File: src/rtl/missile_pool.sv
// missile_pool: pool of player missiles launched from the ship nose, moved upward each frame, retired at top or on hit
module missile_pool #(
   parameter int         N_MISSILES = 4,
   parameter int         STEP_Y     = 3,
   parameter int         SIZE_X     = 4,
   parameter int         SIZE_Y     = 6,
   parameter int         COOLDOWN   = 8,
   parameter logic [7:0] FIRE_KEY   = 8'h1A
) (
   input  logic                      frame_clk,
   input  logic                      Reset,
   input  logic [7:0]                keycode,
   input  logic [9:0]                ShipX,
   input  logic [9:0]                ShipY,
   input  logic [9:0]                Ship_sizeX,
   input  logic [N_MISSILES-1:0]     Hit,
   output logic [10*N_MISSILES-1:0]  MissileX,
   output logic [10*N_MISSILES-1:0]  MissileY,
   output logic [N_MISSILES-1:0]     MissileActive,
   output logic [9:0]                MissileSX,
   output logic [9:0]                MissileSY,
   output logic                      Fired,
   output logic                      Ready
);
   localparam logic [9:0] STEP   = 10'(STEP_Y);
   localparam logic [9:0] SX     = 10'(SIZE_X);
   localparam logic [9:0] SY     = 10'(SIZE_Y);
   localparam logic [9:0] HALF_X = 10'(SIZE_X >> 1);
   localparam logic [7:0] CD     = 8'(COOLDOWN);

   logic [N_MISSILES-1:0] active_q, active_d;
   logic [9:0]            x_q[N_MISSILES], x_d[N_MISSILES];
   logic [9:0]            y_q[N_MISSILES], y_d[N_MISSILES];
   logic [7:0]            cd_q, cd_d;
   logic                  fired_q, fired_d;
   logic                  launch, taken;
   logic [9:0]            launch_x, launch_y;

   assign launch_x = ShipX + (Ship_sizeX >> 1) - HALF_X;
   assign launch_y = ShipY - SY;
   assign launch   = (keycode == FIRE_KEY) && (cd_q == 8'd0) && !(&active_q) && (ShipY >= SY);
   assign Ready    = (cd_q == 8'd0) && !(&active_q);

   // Retire/move live slots; the lowest slot free before the edge takes a launch
   always_comb begin
      active_d = active_q;
      x_d      = x_q;
      y_d      = y_q;
      taken    = 1'b0;
      fired_d  = launch;
      cd_d     = launch ? CD : (cd_q == 8'd0 ? 8'd0 : cd_q - 8'd1);
      for (int i = 0; i < N_MISSILES; i++) begin
         if (active_q[i]) begin
            if (Hit[i] || y_q[i] <= STEP) active_d[i] = 1'b0;
            else y_d[i] = y_q[i] - STEP;
         end else if (launch && !taken) begin
            taken       = 1'b1;
            active_d[i] = 1'b1;
            x_d[i]      = launch_x;
            y_d[i]      = launch_y;
         end
      end
   end

   // Frame-rate state register with asynchronous clear
   always_ff @(posedge frame_clk or posedge Reset) begin
      if (Reset) begin
         active_q <= '0;
         x_q      <= '{default: '0};
         y_q      <= '{default: '0};
         cd_q     <= 8'd0;
         fired_q  <= 1'b0;
      end else begin
         active_q <= active_d;
         x_q      <= x_d;
         y_q      <= y_d;
         cd_q     <= cd_d;
         fired_q  <= fired_d;
      end
   end

   for (genvar g = 0; g < N_MISSILES; g++) begin : g_pack
      assign MissileX[10*g +: 10] = x_q[g];
      assign MissileY[10*g +: 10] = y_q[g];
   end

   assign MissileActive = active_q;
   assign MissileSX     = SX;
   assign MissileSY     = SY;
   assign Fired         = fired_q;
endmodule

File: config.mk
export PLATFORM = sky130hd
export DESIGN_NAME = missile_pool
export DESIGN_NICKNAME = d
export VERILOG_FILES = /design/src/rtl/missile_pool.sv
export SDC_FILE = /design/constraint.sdc
export NUM_CORES = 1
export LEC_CHECK = 0
export ABC_AREA = 1
export CELL_PAD_IN_SITES_DETAIL_PLACEMENT = 1
export CELL_PAD_IN_SITES_GLOBAL_PLACEMENT = 2
export CORE_UTILIZATION = 28
export CTS_BUF_LIST = sky130_fd_sc_hd__clkbuf_8
export CTS_CLUSTER_DIAMETER = 200
export CTS_CLUSTER_SIZE = 24
export DETAILED_ROUTE_END_ITERATION = 8
export PLACE_DENSITY_LB_ADDON = 0.1
export SLEW_MARGIN = 20
export SYNTH_ARGS = -nofsm -noshare
export SYNTH_HDL_FRONTEND = slang
export SYNTH_SLANG_ARGS = --single-unit
File: constraint.sdc
create_clock -name frame_clk -period 4 [get_ports frame_clk]
set_input_delay 0.8 -clock frame_clk [delete_from_list [all_inputs] [get_ports frame_clk]]
set_output_delay 0.8 -clock frame_clk [all_outputs]
set_load 0.05 [all_outputs]
==> flow_summary.toml <==
[run_status]
status = "complete, no violations"

[synth]
netlist.area_leader.share_pct = 39.7
synth.largest_area_cell = "dfrtp_1"
synth_ff_type = "dfrtp_1"
ys_seq_area_share_pct = 39.7
yosys_warnings = 0
synth_area_per_cell_um2 = 7.30
synth.area.top_cells = "dfrtp_1 (40%), nand2_1 (18%), nand3_1 (6.6%)"
ys_ff_latch = 93
synthCells = 803
synth_area_um2 = 5860
ys_types = 38
synth_async_sr_flop_share_pct = 100
synth_edf_count = 0

[clock_network]
clkTransAtPathRegs_ns = 0.09
numCtsBuffers = 9
clock_latency_ns = 0.39
clockRootBuffer = "clkbuf_8"
post_cts_buffers = 0
cts_tree = "done"
clock_path_buffers = 2
htree_num_levels = 3
clock_sinks = 93
hold_buffers = 0
cts_resized = 0

[flow_run]
maxCapViolations = 0

[drt]
met1_length_mm = 8.46
highest_layer = "met4"
ant_nets = 0
via_count = 5560
drt-wirelength-per-cell_um = 15.9
drtIter0Drc = 189
drt-total-wl_mm = 19.0
wl_met2_mm = 9.28
routed_via_density = 4.65
dr.pass1.iters = 4
route.detailed.drc = 0
route.met3.wl_mm = 1.05

[die]
fp-row-count = 52
core-area_um2 = 20400
die_area_um2 = 21500
num_io_pins = 150
die_x_um = 147
fp.dieH_um = 147
initial_core_util_pct = 28.8

[timing]
drv_slew = 0
finalHoldViolations = 0
finalCriticalPeriod_ns = 3.10
min_period_over_period_pct = 77.4
rsz0062_at_grt = "no"
fin_setup_tns_ns = 0
max_slew.worst_pin.slew_ns = 0.946
relSlewSlack_pct = 36.5
setup_viol = 0
fin_worst_skew_ns = 0.0179
clock.fmax_ghz = 0.323

[min_path]
hp-start = "cd_q[0]"
hold_path_depth = 1
hold_class = "reg2reg"
hold-path-endpoint = "cd_q[0]"

[placement]
portBuffers = 128
routabilityCongestion = 0.819
dp_hpwl_mm = 14.2

[global_routing]
grt-ovfl-total = 0
grt_first_pass_wirelength_mm = 31.4
grt_pass1_vias = 5807
track_usage_pct = 18.6
antenna_found_initial = 0
grt_max_degree = 57

[worst_setup_path]
worstSetupPathType = "reg2out"
end_kind = "output port"
ff2ff_path_depth = 6
critPathRequiredTime_ns = 3.20
reg2reg_slack_ns = 1.38
r2r-end = "MissileY[10]"
arrival_ns = 2.30
crit_fanout = 5
worstReg2RegStart = "MissileActive[0]"
cp-start-kind = "flip-flop"

[power_and_ir_drop]
peakVddDrop_mv = 0.201
power.total_w = 0.00209
power_leakage_nw = 3.93
p_per_area_nw_per_um2 = 280

[final_layout]
multi_input_area_um2 = 2980
regArea_um2 = 2330
fill_cells = 2538
antenna_cells = 0
fin_nets = 988
areaGrowthSynthToFinish_pct = 27.2
layout-drive-gt1-share_pct = 4.54
-- cells in the mapped netlist, types with 2 or more instances --
| master | instances |
|---|---|
| a21oi_1 | 16 |
| buf_4 | 27 |
| buf_6 | 6 |
| clkbuf_1 | 10 |
| conb_1 | 2 |
| dfrtp_1 | 93 |
| ha_1 | 23 |
| inv_1 | 81 |
| inv_2 | 2 |
| nand2_1 | 288 |
| nand2_2 | 5 |
| nand3_1 | 77 |
| nand3_4 | 5 |
| nand4_1 | 8 |
| nor2_1 | 56 |
| nor2_2 | 3 |
| nor2_4 | 2 |
| nor3_1 | 2 |
| nor3b_1 | 3 |
| o21a_1 | 2 |
| o21ai_0 | 29 |
| o21ai_1 | 26 |
| or2_2 | 3 |
| xnor2_1 | 6 |
| xor2_1 | 15 |
-- worst max-delay path: stages, from the launching register on --
cell,delay [ns]
dfrtp_1,0.38
inv_1,0.08
ha_1,0.18
nand2_2,0.08
nor2_4,0.14
nand3_4,0.14
nor2_1,0.11
clkdlybuf4s50_1,0.81
-- worst max-delay path by stage --
stage                           startpoint      endpoint  depth (start not counted)
after floorplan                      Reset         Fired                          1
after global placement            ShipX[1]  MissileX[39]                         16
after detailed placement          ShipX[1]  MissileX[39]                         16
after CTS                 MissileActive[0]         Ready                          4
after global routing               cd_q[0]         Ready                          7
final                              cd_q[0]         Ready                          7
-- area by class of cell --
type,instances,area share [%]
clock buffers,10,1.85
clock inverters,6,0.537
inverters,84,4.24
multi-input cells,600,39.9
flip-flops and latches,93,31.2
well taps,270,4.53
repair buffers,132,17.7
-- cell families after synthesis --
group           Yosys count  synth area share, %
simple gates            459                 34.4
xor+xnor                 21                 3.14
fa+ha+maj                24                 5.25
other cells               2                0.128
compound gates           76                 6.72
buf+inv                 128                 10.7
flops                    93                 39.7
-- stage by stage --
| step | setup WS, ns | area, um2 | instances | hold slack, ns | util, % |
|---|---|---|---|---|---|
| final | 0.904 | 7460 | 1195 | 0.426 | 36.6 |
| after global routing | 0.756 | 7460 | 1195 | 0.443 | 36.6 |
| after CTS | 0.839 | 7460 | 1195 | 0.432 | 36.6 |
| after detailed placement | 0.868 | 7280 | 1179 | 0.418 | 35.8 |
| after global placement | 0.882 | 7280 | 1179 | 0.417 | 35.8 |
| after floorplan | 0.780 | 5930 | 821 | 0.403 | - |
-- cell usage in the layout, fill, tap and decap left out, drive strengths merged --
cell type	instances
clkinvlp	2
clkbuf	10
nand3b	2
nand2	293
and3	1
clkdlybuf4s50	128
xor2	15
nor2b	1
nor3b	3
ha	23
or2	4
dfrtp	93
nor2	62
a2bb2oi	1
inv	85
o31ai	1
conb	20
xnor2	6
a21oi	16
nor3	3
clkinv	3
nand4	8
buf	4
nand3	82
o21a	2
o21ai	55
fa	1
a21o	1
-- sequential cells by signal, summed over array words and instances (netlist names) --
name	cells
MissileActive	4
MissileX	40
cd_q	8
Fired	1
MissileY	40
-- power breakdown --
group | leakage (nW) | internal, W | switching, W
clock network | 0.0915 | 0.000242 | 0.000368
logic | 2.55 | 0.000161 | 0.000300
registers | 1.28 | 0.000984 | 0.0000341
-- routing by layer --
metal	global-route usage, %	vias up
met3	4.94	16
met5	0	-
met1	23.3	2714
li1	-	2726
met4	4.53	0
met2	31.9	104
Note: power is estimated with default switching activity, not from simulation.
